<file path="config.mk">
export PLATFORM = sky130hd
export DESIGN_NAME = nmr_bstrm_seq_loader
export DESIGN_NICKNAME = d
export VERILOG_FILES = /design/src/rtl/nmr_bstrm_pkg.sv /design/src/rtl/nmr_bstrm_word_packer.sv /design/src/rtl/nmr_bstrm_seq_loader.sv
export SDC_FILE = /design/constraint.sdc
export NUM_CORES = 1
export LEC_CHECK = 0
export CORE_MARGIN = 1.5
export CORE_UTILIZATION = 52
export CTS_CLUSTER_DIAMETER = 100
export CTS_CLUSTER_SIZE = 20
export DETAILED_ROUTE_END_ITERATION = 8
export PLACE_DENSITY_LB_ADDON = 0.2
export RECOVER_POWER = 25
export SLEW_MARGIN = 20
export SYNTH_ARGS = -nofsm -noshare
export SYNTH_HDL_FRONTEND = slang
export SYNTH_SLANG_ARGS = --single-unit
</file>
<file path="constraint.sdc">
create_clock -name clk -period 13.5 [get_ports clk]
set_clock_uncertainty 0.05 [all_clocks]
set_input_delay 4.05 -clock clk [delete_from_list [all_inputs] [get_ports clk]]
set_output_delay 4.05 -clock clk [all_outputs]
set_load 0.1 [all_outputs]
</file>
<file path="src/rtl/nmr_bstrm_pkg.sv">
// Shared definitions for the NMR bitstream sequence loader: sequence word
// layout, host beat geometry and the loader FSM state type.
package nmr_bstrm_pkg;

    localparam int SEQ_HOST_W     = 32;
    localparam int SEQ_DAT_W      = 128;
    localparam int SEQ_BE_W       = SEQ_DAT_W / 8;
    localparam int SEQ_AW         = 8;
    localparam int BEATS_PER_WORD = SEQ_DAT_W / SEQ_HOST_W;
    localparam int LANE_W         = $clog2(BEATS_PER_WORD);

    // Field LSB offsets inside one 128-bit sequence word
    localparam int CMD_LSB  = 0;
    localparam int LOOP_LSB = 16;
    localparam int IDLY_LSB = 32;
    localparam int PLS_LSB  = 64;
    localparam int EDLY_LSB = 96;

    typedef enum logic [2:0] {
        IDLE   = 3'd0,
        LOAD   = 3'd1,
        WRITE  = 3'd2,
        DRAIN  = 3'd3,
        LOADED = 3'd4,
        FIRE   = 3'd5,
        RUN    = 3'd6
    } seq_ld_state_t;

    // Drops one host beat into its lane; lane 0 carries CMD in its low half
    // and LOOP in its high half, the other lanes carry one 32-bit field each.
    function automatic logic [SEQ_DAT_W-1:0] place_beat(
        input logic [SEQ_DAT_W-1:0]  word,
        input logic [LANE_W-1:0]     lane,
        input logic [SEQ_HOST_W-1:0] beat
    );
        logic [SEQ_DAT_W-1:0] w;
        w = word;
        case (lane)
            2'd0: begin
                w[CMD_LSB  +: 16] = beat[15:0];
                w[LOOP_LSB +: 16] = beat[31:16];
            end
            2'd1:    w[IDLY_LSB +: 32] = beat;
            2'd2:    w[PLS_LSB  +: 32] = beat;
            default: w[EDLY_LSB +: 32] = beat;
        endcase
        return w;
    endfunction

endpackage

</file>
<file path="src/rtl/nmr_bstrm_word_packer.sv">
// Collects host beats into one sequence word. Lanes that never receive a
// beat stay zero because the pack register is cleared after every write.
module nmr_bstrm_word_packer
    import nmr_bstrm_pkg::*;
(
    input  logic                  clk,
    input  logic                  rst,
    input  logic                  clear,
    input  logic                  beat_valid,
    input  logic [SEQ_HOST_W-1:0] beat_dat,
    input  logic                  beat_last,
    output logic                  word_done,
    output logic [SEQ_DAT_W-1:0]  word,
    output logic                  word_last
);

    localparam logic [LANE_W-1:0] LAST_LANE = LANE_W'(BEATS_PER_WORD - 1);

    logic [LANE_W-1:0] lane;

    // A word is complete when its top lane fills or the sequence ends early
    always_comb begin
        word_done = beat_valid && ((lane == LAST_LANE) || beat_last);
    end

    // Lane counter and pack register; clear wins over an incoming beat
    always_ff @(posedge clk or posedge rst) begin
        if (rst) begin
            lane      <= '0;
            word      <= '0;
            word_last <= 1'b0;
        end else if (clear) begin
            lane      <= '0;
            word      <= '0;
            word_last <= 1'b0;
        end else if (beat_valid) begin
            word      <= place_beat(word, lane, beat_dat);
            lane      <= lane + 1'b1;
            word_last <= beat_last;
        end
    end

endmodule

</file>
<file path="src/rtl/nmr_bstrm_seq_loader.sv">
// Sequence loader for the NMR bitstream pulse engine: packs host beats into
// sequence words, writes them into the sequence SRAM, then fires the engine
// and waits for it to finish. Data widths other than the SRAM address are
// fixed by the sequence word format defined in nmr_bstrm_pkg.
module nmr_bstrm_seq_loader
    import nmr_bstrm_pkg::*;
#(
    parameter int HOST_WIDTH        = SEQ_HOST_W,
    parameter int SRAM_ADDR_WIDTH   = SEQ_AW,
    parameter int SRAM_DAT_WIDTH    = SEQ_DAT_W,
    parameter int SRAM_BYTEEN_WIDTH = SEQ_BE_W
) (
    input  logic                         clk,
    input  logic                         rst,
    input  logic                         arm,
    input  logic                         go,
    input  logic [HOST_WIDTH-1:0]        host_dat,
    input  logic                         host_valid,
    input  logic                         host_last,
    output logic                         host_ready,
    output logic                         sram_sel,
    output logic [SRAM_ADDR_WIDTH-1:0]   sram_addr,
    output logic                         sram_cs,
    output logic                         sram_clken,
    output logic                         sram_wr,
    output logic [SRAM_DAT_WIDTH-1:0]    sram_wr_dat,
    output logic [SRAM_BYTEEN_WIDTH-1:0] sram_byteen,
    output logic                         bstrm_start,
    input  logic                         bstrm_done,
    output logic [SRAM_ADDR_WIDTH:0]     nwords,
    output logic                         busy,
    output logic                         loaded,
    output logic                         err_ovf
);

    seq_ld_state_t             state;
    logic [SRAM_ADDR_WIDTH-1:0] addr;
    logic [SRAM_ADDR_WIDTH:0]   word_cnt;
    logic                       ovf;

    logic                       arm_take;
    logic                       accept;
    logic                       pk_clear;
    logic                       pk_valid;
    logic                       pk_done;
    logic [SEQ_DAT_W-1:0]       pk_word;
    logic                       pk_last;

    // ARM is only honoured where a restart is safe; beats reach the packer
    // only while loading, so drained beats never touch the pack register
    always_comb begin
        arm_take = arm && ((state == IDLE) || (state == LOAD) ||
                           (state == DRAIN) || (state == LOADED));
        accept   = host_valid && host_ready;
        pk_valid = (state == LOAD) && host_valid;
        pk_clear = (state == WRITE) || arm_take;
    end

    nmr_bstrm_word_packer u_packer (
        .clk        (clk),
        .rst        (rst),
        .clear      (pk_clear),
        .beat_valid (pk_valid),
        .beat_dat   (host_dat),
        .beat_last  (host_last),
        .word_done  (pk_done),
        .word       (pk_word),
        .word_last  (pk_last)
    );

    // Loader FSM with write address, word count and sticky overflow flag
    always_ff @(posedge clk or posedge rst) begin
        if (rst) begin
            state    <= IDLE;
            addr     <= '0;
            word_cnt <= '0;
            ovf      <= 1'b0;
        end else begin
            case (state)
                IDLE, LOADED: begin
                    if (arm_take) begin
                        state    <= LOAD;
                        addr     <= '0;
                        word_cnt <= '0;
                        ovf      <= 1'b0;
                    end else if ((state == LOADED) && go) begin
                        state <= FIRE;
                    end
                end
                LOAD: begin
                    if (arm_take) begin
                        addr     <= '0;
                        word_cnt <= '0;
                        ovf      <= 1'b0;
                    end else if (pk_done) begin
                        state <= WRITE;
                    end
                end
                WRITE: begin
                    word_cnt <= word_cnt + 1'b1;
                    if (pk_last) begin
                        state <= LOADED;
                    end else if (&addr) begin
                        state <= DRAIN;
                        ovf   <= 1'b1;
                    end else begin
                        addr  <= addr + 1'b1;
                        state <= LOAD;
                    end
                end
                DRAIN: begin
                    if (arm_take) begin
                        state    <= LOAD;
                        addr     <= '0;
                        word_cnt <= '0;
                        ovf      <= 1'b0;
                    end else if (accept && host_last) begin
                        state <= IDLE;
                    end
                end
                FIRE: begin
                    state <= RUN;
                end
                RUN: begin
                    if (bstrm_done) begin
                        state <= LOADED;
                    end
                end
                default: begin
                    state <= IDLE;
                end
            endcase
        end
    end

    // Port and status decode straight from the state so reset forces all zero
    always_comb begin
        host_ready  = (state == LOAD) || (state == DRAIN);
        sram_sel    = (state == LOAD) || (state == WRITE) || (state == DRAIN);
        sram_addr   = addr;
        sram_cs     = (state == WRITE);
        sram_clken  = (state == WRITE);
        sram_wr     = (state == WRITE);
        sram_wr_dat = (state == WRITE) ? pk_word : '0;
        sram_byteen = {SRAM_BYTEEN_WIDTH{state == WRITE}};
        bstrm_start = (state == FIRE);
        nwords      = word_cnt;
        busy        = (state != IDLE) && (state != LOADED);
        loaded      = (state == LOADED);
        err_ovf     = ovf;
    end

endmodule

</file>
==> metrics, run 1 <==
Core Area=0.0139 mm2; CP max FO=90; Critical path buffers and inverters=3; hold_ws=0.429 ns; Top FF cell, synth=dfrtp_1; Net Sw Power=between 0.5 and 0.6 mW; Pwr Density=148 mW/mm2; Vias=6,553; FP Rows=43; synth-to-layout area growth=35.2%; largest net degree at the start of global routing=100; hold_buf cts=0; FILL cells=roughly 1,100; # nets final=1,089; RSZ-0062 raised after global routing=no; Post-Syn Area=about 0.0075 mm2; I/O pin total=approximately 210; multi-input combinational cell area=about 0.0032 mm2; status=finished, violations left; cells after synthesis=886; Initial Utilization=53.5%; Iteration-0 DRC Markers=roughly 460; Die W=123 um; DRC=0; Worst setup EP type=output pin; Sw Ratio=around 39%; crit path max-delay cell type=clkdlybuf4s50_1; Peak VDD IR=0.000104 V; syn nets=932; dpl hpwl=between 10,000 and 15,000 um; Port Buffers=208; P_leak=4.18 nW; commonest non-fill, non-tap cell in the layout=nand2_1; Synth Register Bits=between 150 and 200; Final ANT Viol Nets=0; Worst Hold Class=reg -> reg; failing checks=capacitance limit, slew limit; Reg clk slew, reported paths=0.06 ns; H-tree lvl count=4; Max-Cap Viols=1; Die Y=123 um; aggregate global routing overflow=0; Total Wirelength=19,800 um; Seq pwr share=35.5%; crit path kind=reg -> out; die area=0.0151 mm2; final setup vio count=0; CTS Root Buffer Type=clkbuf_16; share of layout cells above drive strength 1=4.73%; asr flop ratio synth=between 90% and 100%; Critical Path AT=4.05 ns; register area share after synthesis=51.0%; Clock Sinks=between 150 and 200; sequential cell area=0.00380 mm2; TritonCTS buffer count=17; worst-margin pin slew=4.25 ns; DR vias/cell=5.30; Worst path max stage delay=1.19 ns; Clk pwr share=between 30 and 40%; Max clock buf depth=2; Logic pwr share=31.5%; GP Congestion=0.797; Slew headroom=-185%; Final min period=8.15 ns; initial antenna violation count=0; Routed WL per cell=roughly 16 um; mean post-synth cell area=8.41 um2; Pre-antenna DRT Iters=7; global-route wire length before repair=31,600 um; most frequent cells in the layout=276 x nand2_1, 206 x clkdlybuf4s50_1, 152 x dfrtp_1; Worst-Skew Late Latency=approximately 0.42 ns; Pint=0.907 mW; crit-path leading delay family=buffers and inverters; critical-path cell list=or3b_4 -> clkinv_2 -> buf_4 -> and2_1 -> clkdlybuf4s50_1; Setup crit start kind=flop; Slew Limit Fails=99; PostCTS Resize Cnt=0; vias in the first global route=between 6,000 and 7,000; Post-synth EDFFs=0; FMAX=0.123 GHz; fin crit share=~60%; Worst EP required=9.40 ns; Final Hold Vio Count=0; Fin Setup TNS=0 ns; Ys Warns=0; ANT cells=0; # Post-CTS Setup Buffers=0; CTS tree=built; total track usage=27.2%; Yosys cell types=44
Yosys cell counts (4+ instances only):
master    number  area [um2]
nand2_1      277        1040
dfrtp_1      152        3800
a21oi_1      137         686
and2_1       134         838
clkbuf_1      52         195
buf_4         18         135
nor2_1        17        63.8
nand3_1       12        60.1
buf_2          9        45.0
inv_1          9        33.8
ha_1           7        87.6
mux2i_1        7        70.1
nand2b_1       6        37.5
o21ai_0        5        25.0
xor2_1         4        35.0
worst reg2reg max path, delay by kind of cell, from the launching register on:
kind | cells | cell delay (ns)
buf+inv | 1 | 0.55
flops | 1 | 0.65
simple gates | 2 | 0.49
compound gates | 2 | 0.99
power groups by stage:
stage | Sequential [mW] | Clock (mW) | Combinational (mW)
6_report | 0.529 | 0.490 | 0.469
3_5_place_dp | 0.536 | 0 | 0.471
4_1_cts | 0.528 | 0.495 | 0.472
2_1_floorplan | 0.555 | 0 | 0.349
3_3_place_gp | 0.534 | 0 | 0.466
5_1_grt | 0.534 | 0.519 | 0.501
sequential cells by signal, summed over array words and instances (netlist names):
register and count:
err_ovf 1, nwords 9, sram_addr 8, state 3, u_packer.lane 2, u_packer.word 128, u_packer.word_last 1
worst paths after layout:
kind	slack [ns]	to	cells past startpoint	start
setup / recovery	5.35	sram_wr_dat[63]	5	state[2]
hold / removal	0.43	err_ovf	1	err_ovf
setup reg to reg	10.68	u_packer.word[20]	5	state[2]
hold reg to reg	0.43	err_ovf	1	err_ovf
max in group asynchronous	6.04	nwords[1]	3	rst
min in group asynchronous	5.29	u_packer.word[7]	2	rst
final cells by class:
class | instances | share of cell area, %
sequential | 152 | 37.7
clock buffer | 21 | 4.67
clock inverter | 11 | 1.45
multi-input combinational | 643 | 32.0
tap | 180 | 2.23
timing repair buffer | 219 | 21.5
inverter | 10 | 0.397
per-stage QoR:
step	cell area [um2]	utilization (%)	setup slack, ns	total power, mW	instances
final	10100	72.3	5.35	1.49	1236
after global routing	10100	72.3	5.13	1.55	1236
after CTS	10100	72.4	5.35	1.49	1236
after detailed placement	9470	67.9	5.80	1.01	1204
after global placement	9470	67.9	5.81	1.00	1204
after floorplan	7450	-	5.31	0.904	886
metal layers:
| metal | track usage (%) | part of all wire [%] |
|---|---|---|
| met5 | 0 | 0 |
| met4 | 8.21 | 1.6 |
| met3 | 7.34 | 7.2 |
| met2 | 44.0 | 49 |
| met1 | 35.8 | 42 |
cell families after synthesis:
logic type,count (synthesis),synth area share [%]
muxes,7,0.940
buffers and inverters,91,5.74
adders and majority gates,7,1.18
xor gates and xnor gates,5,0.588
DFF,152,51.0
AOI/OAI and AO/OA,157,11.1
and+or+nand+nor,467,29.4
Power figures use the tool's default switching activity.
==> run 2: changes to the inputs <==
- CORE_UTILIZATION: 52 -> 44
- clock period: 13.5 -> 7.31 ns (I/O delays scaled with it)
==> metrics, run 2 (synthesis gave the netlist of run 1 again) <==
Worst Hold Class=reg -> reg; R2R Path Start=state[2]; Core Area=0.0166 mm2; FP Rows=47; Critical path buffers and inverters=3; Pwr Density=274 mW/mm2; Peak VDD IR=between 0.00015 and 0.0002 V; M1 GR Usage=32.4%; commonest non-fill, non-tap cell in the layout=nand2_1; hold_ws=around 0.43 ns; CTS Root Buffer Type=clkbuf_16; Worst EP required=5.07 ns; crit path kind=reg -> out; met3 usage=6.24%; Power, Total=around 2.8 mW; final instance area=0.0101 mm2; RSZ-0062 raised after global routing=no; PostCTS Resize Cnt=0; TritonCTS buffer count=17; busiest grt layer=met2; Max clock buf depth=2; Reg with most FFs=u_packer.word; # Post-CTS Setup Buffers=0; final setup vio count=0; Worst Hold Launch=err_ovf; worst-margin pin slew=3.91 ns; vias in the first global route=6,168; Final ANT Viol Nets=0; Worst path max stage delay=1.13 ns; crit-path leading delay family=buffers and inverters; most frequent cells in the layout=275 x nand2_1, 207 x clkdlybuf4s50_1, 152 x dfrtp_1; FILL cells=1,498; Clock Sinks=about 150; Setup crit start kind=flop; initial antenna violation count=0; dpl hpwl=12,800 um; Routed WL per cell=16.2 um; # nets final=1,085; Final Instance Count excl. Fillers=1,271; Reg2Reg Depth=5; Die W=about 130 um; Max-Cap Viols=1; Pre-antenna DRT Iters=6; fin crit share=81.8%; max reg flops=between 100 and 150; failing checks=capacitance limit, slew limit; Port Buffers=208; reg2reg end=u_packer.word[51]; FMAX=0.167 GHz; Die Y=133 um; P_leak=4.16 nW; DR vias/cell=5.15; Fin Setup TNS=0 ns; Total Wirelength=20,500 um; die area=0.0177 mm2; met2 usage=a little under two fifths; H-tree lvl count=4; Initial Utilization=44.9%; Reg clk slew, reported paths=0.06 ns; critical-path cell list=or3b_4 -> clkinv_2 -> buf_12 -> and2_1 -> clkdlybuf4s50_1; largest net degree at the start of global routing=104; status=finished, violations left; Critical Path AT=3.73 ns; global-route wire length before repair=33,300 um; flop2flop setup slack=4.50 ns; cell count of the worst hold path=1; synth-to-layout area growth=35.6%; Slew headroom=-160%; crit path max-delay cell type=clkdlybuf4s50_1; dpl cells=1,240; Worst-Skew Late Latency=0.42 ns; Placed Area=0.00951 mm2; Slew Limit Fails=104; CP max FO=83; hold_buf cts=0; Vias=6,550; Final Hold Vio Count=0; GP Congestion=around 0.8; I/O pin total=209; Final min period=5.98 ns; share of layout cells above drive strength 1=~4.7%; aggregate global routing overflow=0; Worst setup EP type=output pin; CTS tree=built; ANT cells=0; total track usage=23.8%; WHS Endpoint=err_ovf; Iteration-0 DRC Markers=408; DRC=0
-- run 2: cell types whose count changed in the layout (fill, tap and decap cells not counted), sizes merged --
cell and change:
buf -4, clkbuf -4, clkdlybuf4s50 +1, bufinv +1, inv +2, dlygate4sd3 -1
-- run 2: area by class of cell --
class	count	area (um2)	share of cell area [%]
inverters	10	38.8	0.384
clock buffers	17	425	4.21
multi-input cells	643	3240	32.0
clock inverters	14	181	1.79
well taps	220	275	2.72
repair buffers	215	2150	21.2
flip-flops and latches	152	3800	37.6
-- run 2: worst max path at each step --
| stage | start | end | depth (start not counted) |
|---|---|---|---|
| floorplan | rst | err_ovf | 1 |
| global placement | state[2] | sram_wr_dat[63] | 5 |
| detailed placement | state[2] | sram_wr_dat[61] | 5 |
| CTS | state[2] | sram_wr_dat[61] | 5 |
| global route | rst | u_packer.word[50] | 2 |
| finish | state[2] | sram_wr_dat[126] | 5 |
-- run 2: stage by stage --
stage | utilization (%) | setup slack [ns]
after floorplan | - | 0.974
after global routing | 60.9 | 0.623
after detailed placement | 57.3 | 1.75
after global placement | 57.3 | 1.78
after CTS | 61.0 | 1.29
final | 60.9 | 1.33
-- run 2: layer usage --
| metal | vias to the layer above | wire [um] |
|---|---|---|
| li1 | 3128 | - |
| met4 | 0 | 295 |
| met2 | 220 | 9720 |
| met1 | 3179 | 9120 |
| met5 | - | 0 |
| met3 | 23 | 1410 |
-- run 2: report_power, final --
part | internal [mW] | switching, mW
logic | 0.194 | 0.681
registers | 0.915 | 0.0613
clock network | 0.566 | 0.347
total | 1.68 | 1.09
